<file path="config.mk">
export PLATFORM = sky130hd
export DESIGN_NAME = ebi_bank_arbiter_flat
export DESIGN_NICKNAME = d
export VERILOG_FILES = /design/src/rtl/ebi_bank_arbiter_if.sv /design/src/rtl/ebi_bank_arbiter.sv /design/src/flat_wrapper.sv
export SDC_FILE = /design/constraint.sdc
export NUM_CORES = 1
export LEC_CHECK = 0
export CORE_ASPECT_RATIO = 1.1
export CORE_UTILIZATION = 35
export CTS_BUF_LIST = sky130_fd_sc_hd__clkbuf_16
export CTS_CLUSTER_DIAMETER = 30
export CTS_CLUSTER_SIZE = 25
export DETAILED_ROUTE_END_ITERATION = 8
export HOLD_SLACK_MARGIN = 0.12
export PLACE_DENSITY = 0.61
export SLEW_MARGIN = 20
export SYNTH_ARGS = -nofsm -noshare
export SYNTH_HDL_FRONTEND = slang
export SYNTH_SLANG_ARGS = --single-unit
export TNS_END_PERCENT = 100
</file>
<file path="constraint.sdc">
create_clock -name clk -period 1.63 [get_ports clk]
set_clock_uncertainty 0.1 [all_clocks]
set_input_delay 0.326 -clock clk [delete_from_list [all_inputs] [get_ports clk]]
set_output_delay 0.326 -clock clk [all_outputs]
set_load 0.05 [all_outputs]
</file>
<file path="src/rtl/ebi_bank_arbiter_if.sv">
// Signal bundle between the two core decode ports, the shared register bank and
// the arbiter. The slave modport is the arbiter's view; master is its environment.
interface ebi_bank_arbiter_if #(
  parameter int DW = 32,
  parameter int AW = 6
);
  logic          a_re_i;
  logic          a_we_i;
  logic [AW-1:0] a_addr_i;
  logic [DW-1:0] a_wdata_i;
  logic [DW-1:0] a_rdata_o;
  logic          a_ack_o;
  logic          a_ovr_o;

  logic          b_re_i;
  logic          b_we_i;
  logic [AW-1:0] b_addr_i;
  logic [DW-1:0] b_wdata_i;
  logic [DW-1:0] b_rdata_o;
  logic          b_ack_o;
  logic          b_ovr_o;

  logic          bank_re_o;
  logic          bank_we_o;
  logic [AW-1:0] bank_addr_o;
  logic [DW-1:0] bank_wdata_o;
  logic [DW-1:0] bank_rdata_i;
  logic          busy_o;

  modport slave (
    input  a_re_i, a_we_i, a_addr_i, a_wdata_i,
    output a_rdata_o, a_ack_o, a_ovr_o,
    input  b_re_i, b_we_i, b_addr_i, b_wdata_i,
    output b_rdata_o, b_ack_o, b_ovr_o,
    output bank_re_o, bank_we_o, bank_addr_o, bank_wdata_o,
    input  bank_rdata_i,
    output busy_o
  );

  modport master (
    output a_re_i, a_we_i, a_addr_i, a_wdata_i,
    input  a_rdata_o, a_ack_o, a_ovr_o,
    output b_re_i, b_we_i, b_addr_i, b_wdata_i,
    input  b_rdata_o, b_ack_o, b_ovr_o,
    input  bank_re_o, bank_we_o, bank_addr_o, bank_wdata_o,
    output bank_rdata_i,
    input  busy_o
  );
endinterface

</file>
<file path="src/rtl/ebi_bank_arbiter.sv">
// Round-robin arbiter sharing one register bank between two asynchronous core ports.
// Index 0 of every per-port vector is core A, index 1 is core B.
module ebi_bank_arbiter #(
  parameter int DW = 32,
  parameter int AW = 6
) (
  input  logic              clk,
  input  logic              rst_n,
  ebi_bank_arbiter_if.slave bus
);

  typedef enum logic [1:0] {IDLE, ACCESS, CAPTURE} state_t;

  state_t        state;
  state_t        state_next;

  logic [1:0]    re_in;
  logic [1:0]    we_in;
  logic [AW-1:0] addr_in   [2];
  logic [DW-1:0] wdata_in  [2];

  logic [1:0]    re_s1, re_s2, re_d;
  logic [1:0]    we_s1, we_s2, we_d;
  logic [1:0]    rd_rise, wr_rise, req;

  logic [1:0]    pend;
  logic [1:0]    is_wr;
  logic [1:0]    ovr;
  logic [1:0]    ack;
  logic [AW-1:0] req_addr  [2];
  logic [DW-1:0] req_wdata [2];
  logic [DW-1:0] rdata     [2];

  logic          grant;
  logic          last_grant;
  logic          pick;
  logic          start;

  logic          bank_re;
  logic          bank_we;
  logic [AW-1:0] bank_addr;
  logic [DW-1:0] bank_wdata;

  assign re_in       = {bus.b_re_i, bus.a_re_i};
  assign we_in       = {bus.b_we_i, bus.a_we_i};
  assign addr_in[0]  = bus.a_addr_i;
  assign addr_in[1]  = bus.b_addr_i;
  assign wdata_in[0] = bus.a_wdata_i;
  assign wdata_in[1] = bus.b_wdata_i;

  // Two flops resolve metastability; the third holds the previous level for edge detect.
  always_ff @(posedge clk or negedge rst_n) begin
    if (!rst_n) begin
      re_s1 <= '0;
      re_s2 <= '0;
      re_d  <= '0;
      we_s1 <= '0;
      we_s2 <= '0;
      we_d  <= '0;
    end else begin
      // NOTE: non-blocking assignments make every flop sample the pre-edge value, so the chain shifts by one stage per clock.
      re_s1 <= re_in;
      re_s2 <= re_s1;
      re_d  <= re_s2;
      we_s1 <= we_in;
      we_s2 <= we_s1;
      we_d  <= we_s2;
    end
  end

  assign rd_rise = re_s2 & ~re_d;
  assign wr_rise = we_s2 & ~we_d;
  assign req     = rd_rise | wr_rise;

  always_ff @(posedge clk or negedge rst_n) begin
    if (!rst_n) state <= IDLE;
    else        state <= state_next;
  end

  always_comb begin
    // NOTE: defaults first so every path assigns both outputs and no latch is inferred.
    state_next = state;
    pick       = last_grant;
    case (state)
      IDLE: begin
        if (|pend) begin
          state_next = ACCESS;
          pick       = (&pend) ? ~last_grant : pend[1];
        end
      end
      ACCESS:  state_next = CAPTURE;
      CAPTURE: state_next = IDLE;
      default: state_next = IDLE;
    endcase
  end

  assign start = (state == IDLE) && (|pend);

  always_ff @(posedge clk or negedge rst_n) begin
    if (!rst_n) begin
      pend       <= '0;
      is_wr      <= '0;
      ovr        <= '0;
      ack        <= '0;
      grant      <= 1'b0;
      last_grant <= 1'b1;
      bank_re    <= 1'b0;
      bank_we    <= 1'b0;
      bank_addr  <= '0;
      bank_wdata <= '0;
      // NOTE: these two-entry holding registers are ordinary flops, not a RAM, so clearing them on reset costs nothing.
      for (int p = 0; p < 2; p++) begin
        req_addr[p]  <= '0;
        req_wdata[p] <= '0;
        rdata[p]     <= '0;
      end
    end else begin
      ack     <= '0;
      bank_re <= 1'b0;
      bank_we <= 1'b0;

      if (start) begin
        grant      <= pick;
        last_grant <= pick;
        bank_re    <= ~is_wr[pick];
        bank_we    <= is_wr[pick];
        bank_addr  <= req_addr[pick];
        bank_wdata <= req_wdata[pick];
      end

      if (state == CAPTURE) begin
        ack[grant]  <= 1'b1;
        pend[grant] <= 1'b0;
        if (!is_wr[grant]) rdata[grant] <= bus.bank_rdata_i;
      end

      // A new edge is judged against the pre-edge pend, so one arriving on the
      // completing port's capture edge still counts as an overrun.
      for (int p = 0; p < 2; p++) begin
        if (req[p]) begin
          if (pend[p]) begin
            ovr[p] <= 1'b1;
          end else begin
            pend[p]      <= 1'b1;
            is_wr[p]     <= wr_rise[p];
            req_addr[p]  <= addr_in[p];
            req_wdata[p] <= wdata_in[p];
          end
        end
      end
    end
  end

  assign bus.a_rdata_o    = rdata[0];
  assign bus.b_rdata_o    = rdata[1];
  assign bus.a_ack_o      = ack[0];
  assign bus.b_ack_o      = ack[1];
  assign bus.a_ovr_o      = ovr[0];
  assign bus.b_ovr_o      = ovr[1];
  assign bus.bank_re_o    = bank_re;
  assign bus.bank_we_o    = bank_we;
  assign bus.bank_addr_o  = bank_addr;
  assign bus.bank_wdata_o = bank_wdata;
  assign bus.busy_o       = (state != IDLE);

endmodule

</file>
<file path="src/flat_wrapper.sv">
// flat-port wrapper written by rule: the top's interface ports become plain ports
module ebi_bank_arbiter_flat 
#(
  parameter int DW = 32,
  parameter int AW = 6
)
  (clk, rst_n, bus_a_re_i, bus_a_we_i, bus_a_addr_i, bus_a_wdata_i, bus_a_rdata_o, bus_a_ack_o, bus_a_ovr_o, bus_b_re_i, bus_b_we_i, bus_b_addr_i, bus_b_wdata_i, bus_b_rdata_o, bus_b_ack_o, bus_b_ovr_o, bus_bank_re_o, bus_bank_we_o, bus_bank_addr_o, bus_bank_wdata_o, bus_bank_rdata_i, bus_busy_o);
  ebi_bank_arbiter_if #(.DW(DW), .AW(AW)) bus_i ();
  input  logic clk;
  input  logic rst_n;
  input wire logic [$bits(bus_i.a_re_i)-1:0] bus_a_re_i;
  input wire logic [$bits(bus_i.a_we_i)-1:0] bus_a_we_i;
  input wire logic [$bits(bus_i.a_addr_i)-1:0] bus_a_addr_i;
  input wire logic [$bits(bus_i.a_wdata_i)-1:0] bus_a_wdata_i;
  output wire logic [$bits(bus_i.a_rdata_o)-1:0] bus_a_rdata_o;
  output wire logic [$bits(bus_i.a_ack_o)-1:0] bus_a_ack_o;
  output wire logic [$bits(bus_i.a_ovr_o)-1:0] bus_a_ovr_o;
  input wire logic [$bits(bus_i.b_re_i)-1:0] bus_b_re_i;
  input wire logic [$bits(bus_i.b_we_i)-1:0] bus_b_we_i;
  input wire logic [$bits(bus_i.b_addr_i)-1:0] bus_b_addr_i;
  input wire logic [$bits(bus_i.b_wdata_i)-1:0] bus_b_wdata_i;
  output wire logic [$bits(bus_i.b_rdata_o)-1:0] bus_b_rdata_o;
  output wire logic [$bits(bus_i.b_ack_o)-1:0] bus_b_ack_o;
  output wire logic [$bits(bus_i.b_ovr_o)-1:0] bus_b_ovr_o;
  output wire logic [$bits(bus_i.bank_re_o)-1:0] bus_bank_re_o;
  output wire logic [$bits(bus_i.bank_we_o)-1:0] bus_bank_we_o;
  output wire logic [$bits(bus_i.bank_addr_o)-1:0] bus_bank_addr_o;
  output wire logic [$bits(bus_i.bank_wdata_o)-1:0] bus_bank_wdata_o;
  input wire logic [$bits(bus_i.bank_rdata_i)-1:0] bus_bank_rdata_i;
  output wire logic [$bits(bus_i.busy_o)-1:0] bus_busy_o;
  assign bus_i.a_re_i = bus_a_re_i;
  assign bus_i.a_we_i = bus_a_we_i;
  assign bus_i.a_addr_i = bus_a_addr_i;
  assign bus_i.a_wdata_i = bus_a_wdata_i;
  assign bus_a_rdata_o = bus_i.a_rdata_o;
  assign bus_a_ack_o = bus_i.a_ack_o;
  assign bus_a_ovr_o = bus_i.a_ovr_o;
  assign bus_i.b_re_i = bus_b_re_i;
  assign bus_i.b_we_i = bus_b_we_i;
  assign bus_i.b_addr_i = bus_b_addr_i;
  assign bus_i.b_wdata_i = bus_b_wdata_i;
  assign bus_b_rdata_o = bus_i.b_rdata_o;
  assign bus_b_ack_o = bus_i.b_ack_o;
  assign bus_b_ovr_o = bus_i.b_ovr_o;
  assign bus_bank_re_o = bus_i.bank_re_o;
  assign bus_bank_we_o = bus_i.bank_we_o;
  assign bus_bank_addr_o = bus_i.bank_addr_o;
  assign bus_bank_wdata_o = bus_i.bank_wdata_o;
  assign bus_i.bank_rdata_i = bus_bank_rdata_i;
  assign bus_busy_o = bus_i.busy_o;
  ebi_bank_arbiter #(.DW(DW), .AW(AW)) u_core (.clk(clk), .rst_n(rst_n), .bus(bus_i));
endmodule
</file>
==> results.txt <==
----------------------------------------------------
[Outcome]
  Status ... finished, violations left
  Violated checks ... setup timing

[Layout]
  Synthesis-to-layout area growth ... 79.4%
  Number of cells in the finished layout apart from fillers ... between 1000 and 1500
  Most frequent standard cell in the layout excluding fill and tap cells ... sky130_fd_sc_hd__dfrtp_1
  Final std cell area, no fill ... about 14000 um2
  Total inserted antenna cells ... 0
  Share of the core filled with cells ... 0.639
  Commonest cells after routing, fill and taps aside ... sky130_fd_sc_hd__dfrtp_1 (202), sky130_fd_sc_hd__buf_12 (131), sky130_fd_sc_hd__clkdlybuf4s50_1 (112), sky130_fd_sc_hd__mux2_2 (77), sky130_fd_sc_hd__mux2_4 (60)
  Fraction of final layout cells with drive strength greater than 1 ... 0.521
  Total number of nets in the final design ... around 900

[STA]
  Minimum period implied by the final worst setup slack ... 1.82 ns
  Post-layout worst setup margin ... -0.192 ns
  Final period utilization ... 1.12
  Worst slew margin ... 0.750
  Transition at the pin with the smallest max-transition slack ... about 0.37 ns
  Slew Limit Fails ... 0
  Number of failing setup endpoints in the final timing report ... about 100
  Setup repair after global routing missed its margin ... true
  Final Hold Vio Count ... 0
  Max Clk Rate ... roughly 550 MHz

[Synthesis]
  Simple logic cell fraction of the synthesized area ... 0.0636
  Yosys top cell by area ... sky130_fd_sc_hd__dfrtp_1
  Post-Synth XOR/XNOR Area ... 0
  Adder-cell share of the synthesized area ... 0
  Netlist Area Pre-Place ... 7880 um2
  Post-Synthesis Cells ... approximately 490
  Net Count, Synth ... slightly above 600
  Synthesis-stage register bit count ... about 200
  Synthesized-area fraction occupied by ao, oa, aoi and oai cells ... 0.0607
  Avg Inst Size Synth ... 16.0 um2
  Share of synthesized area spent on multiplexers ... 0.200
  Area share of the leading cell type in the synthesized netlist ... 0.645
  Largest cells by area after synthesis ... sky130_fd_sc_hd__dfrtp_1 (65%), sky130_fd_sc_hd__mux2_2 (16%), sky130_fd_sc_hd__a221o_1 (4.8%)
  Proportion of synthesized chip area in sequential cells ... 0.648
  Count of cell types in the netlist ... 28
  Warning count from the yosys run ... 0
  Main combinational cell family by area after synthesis ... multiplexers

[Critical path]
  Slowest cell delay on critical path ... about 0.42 ns
  Worst Path Max Fanout ... 16
  Arrival time at the worst endpoint ... 2.11 ns
  End of the worst register-to-register path ... u_core.bus.a_rdata_o[31]
  Cell type group with the largest total delay on the critical path ... simple AND/OR/NAND/NOR gates
  Slowest CP cell ... sky130_fd_sc_hd__or3b_4
  Critical path buffers and inverters ... 1
  R2r setup slk ... -0.19 ns
  Sort of element at the end of the critical path ... flop
  Type of the setup path with the least slack ... flop to flop
  Type of origin of the critical path ... flop
  CP cell instances ... or3b_4 -> nor2_4 -> buf_12 -> mux2_2
  Startpoint of the worst register-to-register path ... u_core.grant
  Required time of the critical path ... 1.92 ns
  Reg2reg path depth ... 4

[Placed design]
  Routability cong. ... approximately 0.76
  Count of port buffers added during placement ... 222
  Placed inst area ... between 10000 and 15000 um2
  Worst slack at placement ... -0.148 ns
  DPL Wire Length ... about 14 mm
  Cell count after placement ... roughly 1000

[Floorplan]
  Die Outline Area ... about 23000 um2
  Row cnt ... 57
  Vert. Die Dim ... around 160 um
  Initial cell density of the core ... 0.356
  I/O pin count ... around 220
  Die extent in x ... about 150 um
  Standard cell core area ... around 22000 um2

[Drt]
  Remaining antenna violation count ... 0
  Via density ... 5.00
  Vias ... between 5000 and 6000
  Final routed DRC violation total ... 0
  Count of TritonRoute iterations in the first routing pass ... 4
  Aggregate routed wire length ... approximately 24 mm
  DR iter-0 viols ... ~190
  Average wire per standard cell ... between 20 and 25 um

[Global routing]
  Number of global-route vias before repair ... approximately 6300
  Met2 Track Usage GR ... 0.334
  Global-route track usage on met3 ... 0.0550
  Number of antenna violations at the first check in global routing ... 0
  Global routing met1 resource utilization ... 0.251
  GRT Overall Usage ... 0.199
  Aggregate global routing overflow ... 0
  Most used routing layer ... met2
  Pin count of the biggest net entering global routing ... between 40 and 50
  First-pass GRT wire length ... approximately 36 mm

[Worst hold path]
  Hold-critical path depth ... 1
  Hold wc startpoint ... bus_b_re_i
  Type of the tightest min-delay check ... input pin to flop
  Worst min-delay path endpoint ... u_core.re_s1[1]

[Clocking]
  TritonCTS clock tree ... built
  Clock Tree Root ... sky130_fd_sc_hd__clkbuf_16
  Worst-Skew Late Latency ... 0.51 ns
  Buffers from clock root to sink, at most ... 3
  H-tree levels ... 2
  Number of buffers created by CTS ... 42
  # clock sinks ... between 200 and 250
  Reg clk slew, reported paths ... approximately 0.050 ns

[Power]
  Max rail drop VDD ... 1180 uV
  Leakage dissipation ... ~6.1 nW
  Power density of the placed cells ... 2600 nW/um2
  Total design power ... roughly 0.037 W

[Flow run]
  Maxcap violations ... 0

----------------------------------------------------
-- per-layer routing --
layer | up-vias | routed length (um)
met2 | 239 | 11700
met1 | 2857 | 9960
li1 | 2409 | -
met3 | 32 | 1530
met5 | - | 0
met4 | 0 | 398
-- synthesized netlist by cell type (all sizes together) --
cell type	count
nor3b	38
nor2b	1
inv	6
a32oi	2
and3	1
nand3b	1
o22ai	2
clkbuf	6
a221o	38
a21oi	5
a21boi	1
o21ai	1
mux2	140
nand2	2
and2	1
or3b	2
dfstp	1
dfrtp	203
buf	26
a21o	4
nor2	6
nand2b	5
-- flip-flops by register name (all words and copies together) (netlist names) --
signal,cells
u_core.we_s2,2
u_core.re_s2,2
u_core.bus.bank_wdata_o,32
u_core.state,2
u_core.re_s1,2
u_core.grant,1
u_core.bus.bank_addr_o,6
u_core.ovr,2
u_core.pend,2
u_core.req_addr,12
u_core.re_d,2
u_core.bus.b_rdata_o,32
u_core.req_wdata,64
u_core.ack,2
u_core.is_wr,2
u_core.bus.bank_re_o,1
u_core.bus.bank_we_o,1
u_core.bus.a_rdata_o,32
u_core.last_grant,1
u_core.we_s1,2
u_core.we_d,2
-- report_power, final --
part | leakage (nW) | total (W) | switching [W] | internal [W]
combinational | 2.97 | 0.0185 | 0.00861 | 0.00991
sequential | 2.44 | 0.00968 | 0.00216 | 0.00752
clock | 0.708 | 0.00848 | 0.00283 | 0.00565
-- how the worst max path moves through the flow --
stage,from,to,depth (start not counted)
2_1_floorplan,u_core.state[0],u_core.bus.a_rdata_o[10],4
3_3_place_gp,u_core.grant,u_core.bus.a_rdata_o[31],4
3_5_place_dp,u_core.state[0],u_core.bus.bank_addr_o[1],5
4_1_cts,u_core.state[0],bus_busy_o,4
5_1_grt,u_core.grant,u_core.bus.a_rdata_o[30],4
6_report,u_core.grant,u_core.bus.a_rdata_o[31],4
-- layout make-up --
class	instances	area, um2
multi-input combinational	250	3000
clock inverter	33	347
clock buffer	43	1080
tap	295	369
sequential	204	5110
fill	1565	7980
inverter	6	22.5
timing repair buffer	276	4210
-- logic make-up (layout without fill, tap and decap cells) --
group | after synthesis | count (layout)
buffers and inverters | 38 | 358
AOI/OAI and AO/OA | 53 | 53
and+or+nand+nor | 57 | 57
DFF | 204 | 204
muxes | 140 | 140
-- through the flow --
| step | hold WS (ns) | TNS, ns |
|---|---|---|
| 6_report | 0.160 | -10.53 |
| 5_1_grt | 0.139 | -14.26 |
| 4_1_cts | 0.142 | -9.28 |
| 3_5_place_dp | 0.180 | -9.60 |
| 3_3_place_gp | 0.174 | -5.52 |
| 2_1_floorplan | -0.0696 | -0.948 |
-- repair_timing --
| item | in CTS | in global routing |
|---|---|---|
| endpoints found under the setup margin | 103 | 151 |
| gates resized for setup | 66 | 49 |
| hold buffers | 1 | 0 |
| buffers inserted | 8 | 3 |
| hold endpoints to repair | 203 | 0 |
| cloned | 5 | 7 |
| pin swaps | 2 | 5 |
-- worst register-to-register path, cell delays in order, from the launching register on --
cell	delay, ns
sky130_fd_sc_hd__dfrtp_1	0.38
sky130_fd_sc_hd__or3b_4	0.42
sky130_fd_sc_hd__nor2_4	0.23
sky130_fd_sc_hd__buf_12	0.22
sky130_fd_sc_hd__mux2_2	0.36
Note: power is estimated with default switching activity, not from simulation.
